===== config.mk =====
export PLATFORM = sky130hd
export DESIGN_NAME = fetch_stage
export DESIGN_NICKNAME = d
export VERILOG_FILES = /design/src/rtl/arm_defs.sv /design/src/rtl/pipe_reg.sv /design/src/rtl/fetch_stage.sv
export SDC_FILE = /design/constraint.sdc
export NUM_CORES = 1
export LEC_CHECK = 0
export ABC_AREA = 1
export CAP_MARGIN = 0
export CELL_PAD_IN_SITES_DETAIL_PLACEMENT = 1
export CELL_PAD_IN_SITES_GLOBAL_PLACEMENT = 1
export CORE_UTILIZATION = 34
export CTS_BUF_LIST = sky130_fd_sc_hd__clkbuf_8
export DETAILED_ROUTE_END_ITERATION = 6
export PLACE_DENSITY_LB_ADDON = 0.1
export SLEW_MARGIN = 20
export SYNTH_ARGS = -nofsm -noshare
export SYNTH_HDL_FRONTEND = slang
export SYNTH_HIERARCHICAL = 1
export SYNTH_SLANG_ARGS = --single-unit

===== constraint.sdc =====
create_clock -name clk -period 1.9 [get_ports clk]
set_input_delay 0.19 -clock clk [delete_from_list [all_inputs] [get_ports clk]]
set_output_delay 0.19 -clock clk [all_outputs]
set_load 0.01 [all_outputs]

===== src/rtl/arm_defs.sv =====
// Shared ARM pipeline definitions: widths, PC step and the IF/ID payload.
package arm_defs;

  localparam int unsigned ADDR_W  = 32;
  localparam int unsigned INSTR_W = 32;
  localparam int unsigned PC_STEP = 4;

  localparam logic [INSTR_W-1:0] IFID_BUBBLE_INSTR = '0;

  // IF/ID pipeline register payload
  typedef struct packed {
    logic [ADDR_W-1:0]  pc;
    logic [INSTR_W-1:0] instr;
    logic               valid;
  } ifid_t;

  localparam ifid_t IFID_BUBBLE = '{pc: '0, instr: IFID_BUBBLE_INSTR, valid: 1'b0};

endpackage


===== src/rtl/pipe_reg.sv =====
// Generic pipeline register: async active-low reset, sync clear beats enable.
module pipe_reg #(
  parameter int unsigned         WIDTH   = 32,
  parameter logic [WIDTH-1:0]    RST_VAL = '0,
  parameter logic [WIDTH-1:0]    CLR_VAL = '0
) (
  input  logic             clk,
  input  logic             rst_n,
  input  logic             en_i,
  input  logic             clr_i,
  input  logic [WIDTH-1:0] d_i,
  output logic [WIDTH-1:0] q_o
);

  // Reset, then clear, then load when enabled; otherwise hold
  always_ff @(posedge clk or negedge rst_n) begin
    if (!rst_n) begin
      q_o <= RST_VAL;
    end else if (clr_i) begin
      q_o <= CLR_VAL;
    end else if (en_i) begin
      q_o <= d_i;
    end
  end

endmodule


===== src/rtl/fetch_stage.sv =====
// Instruction fetch: PC register, word-indexed imem address, IF/ID capture,
// stall/redirect handling and a delivered-instruction counter.
module fetch_stage
  import arm_defs::*;
#(
  parameter logic [31:0] PC_RESET   = 32'h0000_0000,
  parameter int unsigned IMEM_WORDS = 1024
) (
  input  logic        clk,
  input  logic        rst_n,
  input  logic        freeze,
  input  logic        branch_taken,
  input  logic [31:0] branch_addr,
  output logic [31:0] imem_addr,
  input  logic [31:0] imem_instr,
  output logic [31:0] pc,
  output logic [31:0] if_id_pc,
  output logic [31:0] if_id_instr,
  output logic        if_id_valid,
  output logic [31:0] fetch_count
);

  // Byte span of the instruction memory; sequential PC wraps inside it
  localparam logic [ADDR_W-1:0] PC_MOD = ADDR_W'(IMEM_WORDS * PC_STEP);

  logic [ADDR_W-1:0] pc_q;
  logic [ADDR_W-1:0] pc_d;
  logic [ADDR_W-1:0] pc_seq;
  logic              pc_en;
  ifid_t             ifid_d;
  ifid_t             ifid_q;
  logic              fetch_adv;
  logic [31:0]       fetch_count_q;

  // Next-PC selection: redirect wins over stall, else sequential with wrap
  always_comb begin
    pc_seq    = (pc_q + ADDR_W'(PC_STEP)) % PC_MOD;
    pc_d      = pc_seq;
    pc_en     = 1'b0;
    fetch_adv = 1'b0;
    ifid_d    = '{pc: pc_seq, instr: imem_instr, valid: 1'b1};
    if (branch_taken) begin
      pc_d  = branch_addr & 32'hFFFF_FFFC;
      pc_en = 1'b1;
    end else if (!freeze) begin
      pc_en     = 1'b1;
      fetch_adv = 1'b1;
    end
  end

  pipe_reg #(
    .WIDTH   (ADDR_W),
    .RST_VAL (PC_RESET),
    .CLR_VAL ('0)
  ) u_pc_reg (
    .clk   (clk),
    .rst_n (rst_n),
    .en_i  (pc_en),
    .clr_i (1'b0),
    .d_i   (pc_d),
    .q_o   (pc_q)
  );

  pipe_reg #(
    .WIDTH   ($bits(ifid_t)),
    .RST_VAL (IFID_BUBBLE),
    .CLR_VAL (IFID_BUBBLE)
  ) u_ifid_reg (
    .clk   (clk),
    .rst_n (rst_n),
    .en_i  (~freeze),
    .clr_i (branch_taken),
    .d_i   (ifid_d),
    .q_o   (ifid_q)
  );

  // Count instructions accepted into IF/ID; wraps naturally at 2^32
  always_ff @(posedge clk or negedge rst_n) begin
    if (!rst_n) begin
      fetch_count_q <= '0;
    end else if (fetch_adv) begin
      fetch_count_q <= fetch_count_q + 32'd1;
    end
  end

  assign imem_addr   = {2'b00, pc_q[31:2]};
  assign pc          = pc_q;
  assign if_id_pc    = ifid_q.pc;
  assign if_id_instr = ifid_q.instr;
  assign if_id_valid = ifid_q.valid;
  assign fetch_count = fetch_count_q;

endmodule


==> impl_metrics.ini, run 1 <==
[route]
totalWireLength_mm = 19.3
drt_iter0_drc = 220
ant_nets = 0
viasPerCell = 4.53
drc = 0
wl_per_cell_um = 14.8
num_vias = 5906
dr.pass1.iters = 4

[grt]
grt_pass1_vias = 6135
grt_overflow = 0
grt_max_degree = 47
track_usage_pct = 20.2
grt_pass1_wl_mm = 31.6
antenna_found_initial = 0

[sta]
fmax_mhz = 575
hold_viol_final = 0
setup_viol = 0
grt_setup_unrepaired = no
post-route-min-period_ns = 1.74
setup_tns_ns = 0
maxSlewViolCount = 0
whs_ns = 0.189
finalClockSkew_ns = 0.00883
min_period_over_period_pct = 91.5

[critical_path]
regToRegEndpoint = u_pc_reg/q_o[10]
rrSetupSlack_ns = 0.23
worst-setup-path-type = register to output port
cp_max_fo = 6
crit_required_ns = 1.71
r2r_start = u_pc_reg/q_o[3]
end_kind = output port
critPathLaunchType = register
path_depth = 1
slowest_delay_ns = 0.60
cpLargestDelayFamily = buffers and inverters
worstPathArrival_ns = 1.55
crit_buf_inv = 1
crit_chain = clkdlybuf4s50_1
ff2ff_path_depth = 9
cp_slowest_cell = clkdlybuf4s50_1

[synthesis]
synth_seq_cells = 129
synth_seq_area_share_pct = 48.8
netlist_instances = 814
avgSynthCellArea_um2 = 8.13
synth_area_um2 = 6620
synth_cell_types = 31
yosysWarnings = 6

[power_and_ir_drop]
p_switching_mw = 1.86
p_int_mw = 5.07
pwr-share-seq_pct = 44.1
p_per_area_nw_per_um2 = 735
p_leak_nw = 4.63
vdd_ir_drop_max_v = 0.000432
p_comb_share_pct = 17.6
p_clk_share_pct = 38.4
swShare_pct = 26.8

[placed_design]
port_buffers = 224
hpwlAfterDp_mm = 14.0
gp_congestion = 0.766

[worst_hold_path]
hold_path_class = primary input to register
min_to = fetch_count[1]
holdCritStartpoint = branch_taken
min_path_cells = 4

[floorplanning]
fp.dieArea_um2 = 20000
die_width_um = 142
initial_utilization_pct = 35.0
core_area_um2 = 18900
io_pins = 229
fp.dieH_um = 142
num_rows = 50

[clock_network]
insertion_delay_ns = 0.44
cts_tree = yes
htree_num_levels = 4
cts_resized = 0
cts_sinks = 129
cts_buffer_depth = 2
cts-buffers-inserted = 17
root_buffer = clkbuf_8
clk_pin_slew_ns = 0.07

[run_status]
outcome = finished clean

[layout]
syn_to_final_growth_pct = 42.5
layout.nets = 1102
drive_gt1_share_pct = 9.47
antennaDiodeCount = 0

[flow_run]
maxCapViolations = 0
==> final cells by class <==
cell class	count	area, µm²
inverter	65	244
clock inverter	11	159
clock buffer	21	289
tap	260	325
timing repair buffer	245	2460
sequential	129	3230
fill	2285	9460
multi-input combinational	574	2720
==> timing repair <==
| action | 4_1_cts | 5_1_grt |
|---|---|---|
| endpoints found under the hold margin | 42 | 0 |
| hold buffers | 1 | 0 |
| setup buffers | 0 | 0 |
==> how the worst max path moves through the flow <==
stage	from	to	slack (ns)
finish	u_pc_reg/q_o[4]	imem_addr[2]	0.16
global route	u_pc_reg/q_o[3]	u_pc_reg/q_o[10]	0.06
CTS	u_pc_reg/q_o[4]	imem_addr[2]	0.13
detailed placement	freeze	fetch_count[25]	0.14
global placement	freeze	fetch_count[25]	0.21
floorplan	u_pc_reg/q_o[2]	u_pc_reg/q_o[10]	0.39
==> power by group through the flow <==
stage | registers [mW] | logic (mW) | clock network (mW)
after detailed placement | 3.11 | 1.22 | 0
after CTS | 3.06 | 1.24 | 2.74
after global placement | 3.11 | 1.21 | 0
after floorplan | 3.16 | 0.496 | 0
after global routing | 3.08 | 1.34 | 2.83
final | 3.06 | 1.22 | 2.66
==> flip-flops by register name, indices dropped and copies added (netlist names) <==
name	flops
fetch_count	32
u_ifid_reg/q_o	65
u_pc_reg/q_o	32
==> cell usage in the layout (no fill, tap or decap), drive strengths merged <==
cell type | synthesis | layout
ha | 2 | 2
dlygate4sd3 | 0 | 1
clkinvlp | 0 | 2
o21ai | 3 | 3
clkinv | 0 | 4
conb | 2 | 25
bufinv | 0 | 4
nand2 | 327 | 327
dfrtp | 129 | 129
a21oi | 2 | 2
a21o | 1 | 1
nor2 | 50 | 50
nor3 | 5 | 5
nand3b | 5 | 5
xor2 | 14 | 14
xnor2 | 11 | 11
nand3 | 117 | 117
nand4 | 8 | 8
clkdlybuf4s50 | 0 | 222
clkbuf | 5 | 21
inv | 65 | 66
buf | 64 | 22
and2 | 4 | 4
==> metal layers <==
metal	share of wire [%]	vias to the layer above	wire length, µm	global-route usage, %
li1	-	2894	-	-
met1	45	2827	8750	25.3
met2	47	168	9070	34.3
met3	6.4	17	1240	5.97
met4	1.0	0	199	4.92
met5	0	-	0	0
==> logic make-up (layout without fill, tap and decap cells) <==
| kind of cell | count (synthesis) | after routing | share of synthesized area [%] |
|---|---|---|---|
| adders and majority gates | 2 | 2 | 0.378 |
| xor gates and xnor gates | 25 | 25 | 3.31 |
| other | 2 | 25 | 0.113 |
| buffers and inverters | 134 | 342 | 11.5 |
| DFF | 129 | 129 | 48.8 |
| and+or+nand+nor | 516 | 516 | 35.4 |
| AOI/OAI and AO/OA | 6 | 6 | 0.492 |
==> synth_stat cells (all sizes together) <==
master	instances	area share, %
nand2	327	19
dfrtp	129	49
nand3	117	9.6
inv	65	3.7
buf	64	7.4
nor2	50	4.7
xor2	14	1.9
xnor2	11	1.5
nand4	8	0.76
clkbuf	5	0.43
nand3b	5	0.57
nor3	5	0.62
and2	4	0.38
o21ai	3	0.23
a21oi	2	0.15
conb	2	0.11
ha	2	0.38
a21o	1	0.11
==> stage by stage <==
stage	worst slack, ns	power [mW]	std cells	util, %	area (µm²)
finish	0.161	6.93	1305	49.9	9430
global route	0.0615	7.25	1305	49.9	9430
CTS	0.131	7.04	1305	49.9	9430
detailed placement	0.141	4.34	1272	47.5	8970
global placement	0.209	4.31	1272	47.5	8970
floorplan	0.393	3.65	837	-	6700
Note: power is estimated with default switching activity, not from simulation.
==> run 2, diff against run 1 <==
--- a/config.mk
+++ b/config.mk
@@ -6,6 +6,7 @@
 export NUM_CORES = 1
 export LEC_CHECK = 0
 export ABC_AREA = 1
+export ABC_CLOCK_PERIOD_IN_PS = 2000
 export CAP_MARGIN = 0
 export CELL_PAD_IN_SITES_DETAIL_PLACEMENT = 1
 export CELL_PAD_IN_SITES_GLOBAL_PLACEMENT = 1
==> constraint.sdc (replaced) <==
create_clock -name clk -period 2 [get_ports clk]
set_input_delay 0.2 -clock clk [delete_from_list [all_inputs] [get_ports clk]]
set_output_delay 0.2 -clock clk [all_outputs]
set_load 0.01 [all_outputs]
==> run 2 against run 1 <==
Against the previous run:
- die area stayed put
- register-to-register slack better by 0.15 ns
- clock power is 25% lower
- via count is 0.37% lower
- first-iteration DRC count is 17% lower
- total power is 13% lower
- critical endpoint unchanged
==> impl_metrics.ini, run 2 (synthesized netlist as in run 1, its figures left out) <==
[route]
dr.pass1.iters = 4
drt_iter0_drc = 183
ant_nets = 0
totalWireLength_mm = 19.1
drc = 0
wl_per_cell_um = 14.7
viasPerCell = 4.52
num_vias = 5884

[critical_path]
end_kind = output port
cp_slowest_cell = clkdlybuf4s50_1
cp_max_fo = 6
worstPathArrival_ns = 1.52
crit_required_ns = 1.80
cpLargestDelayFamily = buffers and inverters
critPathLaunchType = register
worst-setup-path-type = register to output port
slowest_delay_ns = 0.59
crit_chain = clkdlybuf4s50_1
crit_buf_inv = 1

[layout]
regArea_um2 = 3230
fill_cells = 2304
layout.nets = 1100
syn_to_final_growth_pct = 40.7
final_util_pct = 49.3
regMostFlops = u_ifid_reg/q_o
antennaDiodeCount = 0
largest_reg_flops = 65
layout_commonest_cell = nand2_1
final_cell_mix = nand2_1 (321), clkdlybuf4s50_1 (222), dfrtp_1 (129)
drive_gt1_share_pct = 8.72
multiInputGateArea_um2 = 2720

[floorplanning]
core_area_um2 = 18900
num_rows = 50
initial_utilization_pct = 35.0
die_width_um = 142
fp.dieArea_um2 = 20000
fp.dieH_um = 142
io_pins = 229

[clock_network]
cts_sinks = 129
cts_setup_buffers = 0
cts_hold_buf = 1
clk_pin_slew_ns = 0.08
cts_tree = yes
cts_buffer_depth = 2
insertion_delay_ns = 0.44
cts_resized = 0
cts-buffers-inserted = 17
root_buffer = clkbuf_8
htree_num_levels = 4

[grt]
antenna_found_initial = 0
grt_pass1_vias = 5971
track_usage_pct = 19.9
grt_max_degree = 46
grt_pass1_wl_mm = 31.4
grt_overflow = 0

[sta]
grt_setup_unrepaired = no
post-route-min-period_ns = 1.72
fmax_mhz = 581
whs_ns = 0.238
setup_viol = 0
finalClockSkew_ns = 0.0114
maxSlewViolCount = 0
min_period_over_period_pct = 86.1
setup_tns_ns = 0
hold_viol_final = 0

[power_and_ir_drop]
finalPower_mw = 6.05
vdd_ir_drop_max_v = 0.000359
p_leak_nw = 4.60
p_per_area_nw_per_um2 = 649

[placed_design]
port_buffers = 224
gp_congestion = 0.773
hpwlAfterDp_mm = 14.0

[flow_run]
maxCapViolations = 0

[worst_hold_path]
hold_path_class = primary input to async pin

[run_status]
outcome = finished clean
[run 2: changes by cell type in the layout (fill, tap and decap cells not counted)]
cell | before | now
clkinv_2 | 4 | 6
clkinvlp_4 | 2 | 0
buf_12 | 5 | 6
buf_4 | 15 | 12
inv_1 | 60 | 66
clkbuf_8 | 21 | 18
bufinv_16 | 4 | 1
[run 2: path summary, 6_finish.rpt]
check                                    from                  to  slack [ns]  cells after the start
hold reg to reg            u_ifid_reg/q_o[39]  u_ifid_reg/q_o[39]        0.47                      2
min in group clk                 branch_taken     fetch_count[29]        0.25                      4
max in group asynchronous               rst_n  u_ifid_reg/q_o[33]        1.13                      3
setup / recovery              u_pc_reg/q_o[4]        imem_addr[2]        0.28                      1
hold / removal                          rst_n   u_ifid_reg/q_o[6]        0.24                      2
setup reg to reg              u_pc_reg/q_o[3]    u_pc_reg/q_o[10]        0.38                      9
[run 2: report_power, final]
group / internal (mW) / switching (mW) / total, mW
clock: 0.968 / 1.03 / 1.99
sequential: 2.76 / 0.143 / 2.90
combinational: 0.580 / 0.571 / 1.15
[run 2: layout make-up]
type | count | share of cell area (%)
Tap cell | 260 | 3.49
Clock inverter | 14 | 0.927
Multi-Input combinational cell | 574 | 29.2
Inverter | 65 | 2.62
Clock buffer | 18 | 2.66
Sequential cell | 129 | 34.7
Timing Repair Buffer | 243 | 26.4
[run 2: through the flow]
step / instance area, µm² / worst slack [ns] / instances
after floorplan: 6700 / 0.493 / 837
after global placement: 8970 / 0.258 / 1270
after detailed placement: 8970 / 0.179 / 1270
after CTS: 9310 / 0.227 / 1303
after global routing: 9310 / 0.176 / 1303
final: 9310 / 0.278 / 1303
[run 2: routing by layer]
layer | track usage [%] | wire [µm]
met1 | 25.1 | 8760
met2 | 33.0 | 8840
met3 | 5.91 | 1230
met4 | 5.60 | 268
met5 | 0 | 0
==> run 3, diff against run 2 <==
--- a/config.mk
+++ b/config.mk
@@ -13,7 +13,9 @@
 export CORE_UTILIZATION = 34
 export CTS_BUF_LIST = sky130_fd_sc_hd__clkbuf_8
 export DETAILED_ROUTE_END_ITERATION = 6
+export GPL_TIMING_DRIVEN = 0
 export PLACE_DENSITY_LB_ADDON = 0.1
+export SETUP_SLACK_MARGIN = 0.05
 export SLEW_MARGIN = 20
 export SYNTH_ARGS = -nofsm -noshare
 export SYNTH_HDL_FRONTEND = slang
==> run 3 against run 2 <==
Against the previous run:
- count of clock-buffer cells in the layout rose by 1
- flip-flop and latch count did not move
- sequential power barely moved
- critical path type unchanged
- via count rose by 2.8%
- clock skew rose by 0.0024 ns
- worst setup slack got worse by 0.10 ns
- first-iteration DRC count rose by 3.8%
==> impl_metrics.ini, run 3 (synthesized netlist as in run 1, its figures left out) <==
[layout]
final_util_pct = 51.5
multiInputGateArea_um2 = 2720
final_cell_mix = nand2_1 (321), clkdlybuf4s50_1 (223), dfrtp_1 (129)
syn_to_final_growth_pct = 46.9
layoutNonFillerInstCount = 1355
largest_reg_flops = 65
drive_gt1_share_pct = 12.7
layout_commonest_cell = nand2_1
layout.nets = 1152
regMostFlops = u_ifid_reg/q_o
fill_cells = 2311
regArea_um2 = 3230
antennaDiodeCount = 0

[grt]
grt_pass1_vias = 6113
grt_max_degree = 77
antenna_found_initial = 0
grt_overflow = 0
grt_pass1_wl_mm = 31.8
track_usage_pct = 20.4

[clock_network]
cts-buffers-inserted = 17
insertion_delay_ns = 0.44
cts_sinks = 129
cts_tree = yes
htree_num_levels = 4
root_buffer = clkbuf_8
clk_pin_slew_ns = 0.08
cts_buffer_depth = 2
cts_setup_buffers = 0

[placed_design]
post-place-ws_ns = -0.178
hpwlAfterDp_mm = 14.7
dp.cells = 1322
gp_congestion = 0.779
port_buffers = 224

[power_and_ir_drop]
p_switching_mw = 1.80
swShare_pct = 27.8
p_clk_share_pct = 36.4
vdd_ir_drop_max_v = 0.000328
finalPower_mw = 6.46
p_leak_nw = 4.85
p_per_area_nw_per_um2 = 664
p_int_mw = 4.66
pwr-share-seq_pct = 44.9
p_comb_share_pct = 18.7

[sta]
layout_setup_ws_ns = 0.177
post-route-min-period_ns = 1.82
maxSlewViolCount = 0
min_period_over_period_pct = 91.2
hold_viol_final = 0
finalClockSkew_ns = 0.0138
fmax_mhz = 549
setup_viol = 0
grt_setup_unrepaired = no

[critical_path]
crit_required_ns = 1.80
crit_chain = buf_4, clkdlybuf4s50_1
worst-setup-path-type = register to output port
cp_max_fo = 7
cpLargestDelayFamily = buffers and inverters
worstPathArrival_ns = 1.62
slowest_delay_ns = 0.52
cp_slowest_cell = clkdlybuf4s50_1
end_kind = output port
critPathLaunchType = register
crit_buf_inv = 2

[route]
drt_iter0_drc = 190
totalWireLength_mm = 19.5
dr.pass1.iters = 5
ant_nets = 0
viasPerCell = 4.47
num_vias = 6051
drc = 0
wl_per_cell_um = 14.4

[floorplanning]
io_pins = 229
fp.dieH_um = 142
die_width_um = 142
fp.dieArea_um2 = 20000
num_rows = 50
core_area_um2 = 18900
initial_utilization_pct = 35.0

[run_status]
outcome = finished clean

[worst_hold_path]
hold_path_class = primary input to async pin

[flow_run]
maxCapViolations = 0
run 3: cell type report:
cell class / count / area share, %
tap: 260 / 3.35
sequential: 129 / 33.2
clock inverter: 13 / 1.51
multi-input combinational: 574 / 27.9
timing repair buffer: 226 / 23.5
buffer: 69 / 5.32
clock buffer: 19 / 2.69
inverter: 65 / 2.51
run 3: final timing paths:
check	from	to	slack [ns]	depth (start not counted)
worst max-delay path	u_pc_reg/q_o[2]	imem_addr[0]	0.18	2
min in group clk	imem_instr[6]	u_ifid_reg/q_o[7]	0.32	3
max in group asynchronous	rst_n	fetch_count[14]	0.99	3
worst min register to register	u_ifid_reg/q_o[30]	u_ifid_reg/q_o[30]	0.47	2
worst max register to register	u_pc_reg/q_o[2]	u_pc_reg/q_o[10]	0.28	9
worst min-delay path	rst_n	u_ifid_reg/q_o[7]	0.26	2
run 3: layer usage:
layer | vias to the layer above | global-route usage [%] | share of wire (%)
met5 | - | 0 | 0
met4 | 0 | 5.38 | 1.2
met3 | 17 | 6.95 | 7.6
met2 | 173 | 33.0 | 46
met1 | 2861 | 26.1 | 45
li1 | 3000 | - | -
run 3: worst register-to-register path: stages, from the launching register on:
cell	delay [ns]
dfrtp_1	0.50
ha_1	0.24
nand3_1	0.14
nor2_2	0.20
nand4_1	0.10
and2_1	0.19
nand2_1	0.07
nand2_1	0.06
nand3_1	0.07
nand2_1	0.06
run 3: power groups by stage:
stage	Clock, mW	Sequential (mW)	Combinational, mW
finish	2.35	2.90	1.21
global route	2.53	2.93	1.32
CTS	2.42	2.91	1.23
detailed placement	0	2.96	1.22
global placement	0	2.95	1.20
floorplan	0	3.00	0.471
run 3: what timing repair did:
action                    CTS  global route
hold endpoints to repair   53             0
hold buffers                1             0
gates resized for setup     0             0
run 3: stage by stage:
stage / hold WS, ns / TNS (ns) / instance area, µm²
after global routing: 0.275 / 0 / 9720
after CTS: 0.259 / 0 / 9720
after detailed placement: 0.151 / -4.95 / 9300
final: 0.262 / 0 / 9720
after floorplan: -0.0956 / 0 / 6700
after global placement: 0.452 / -626.75 / 9270
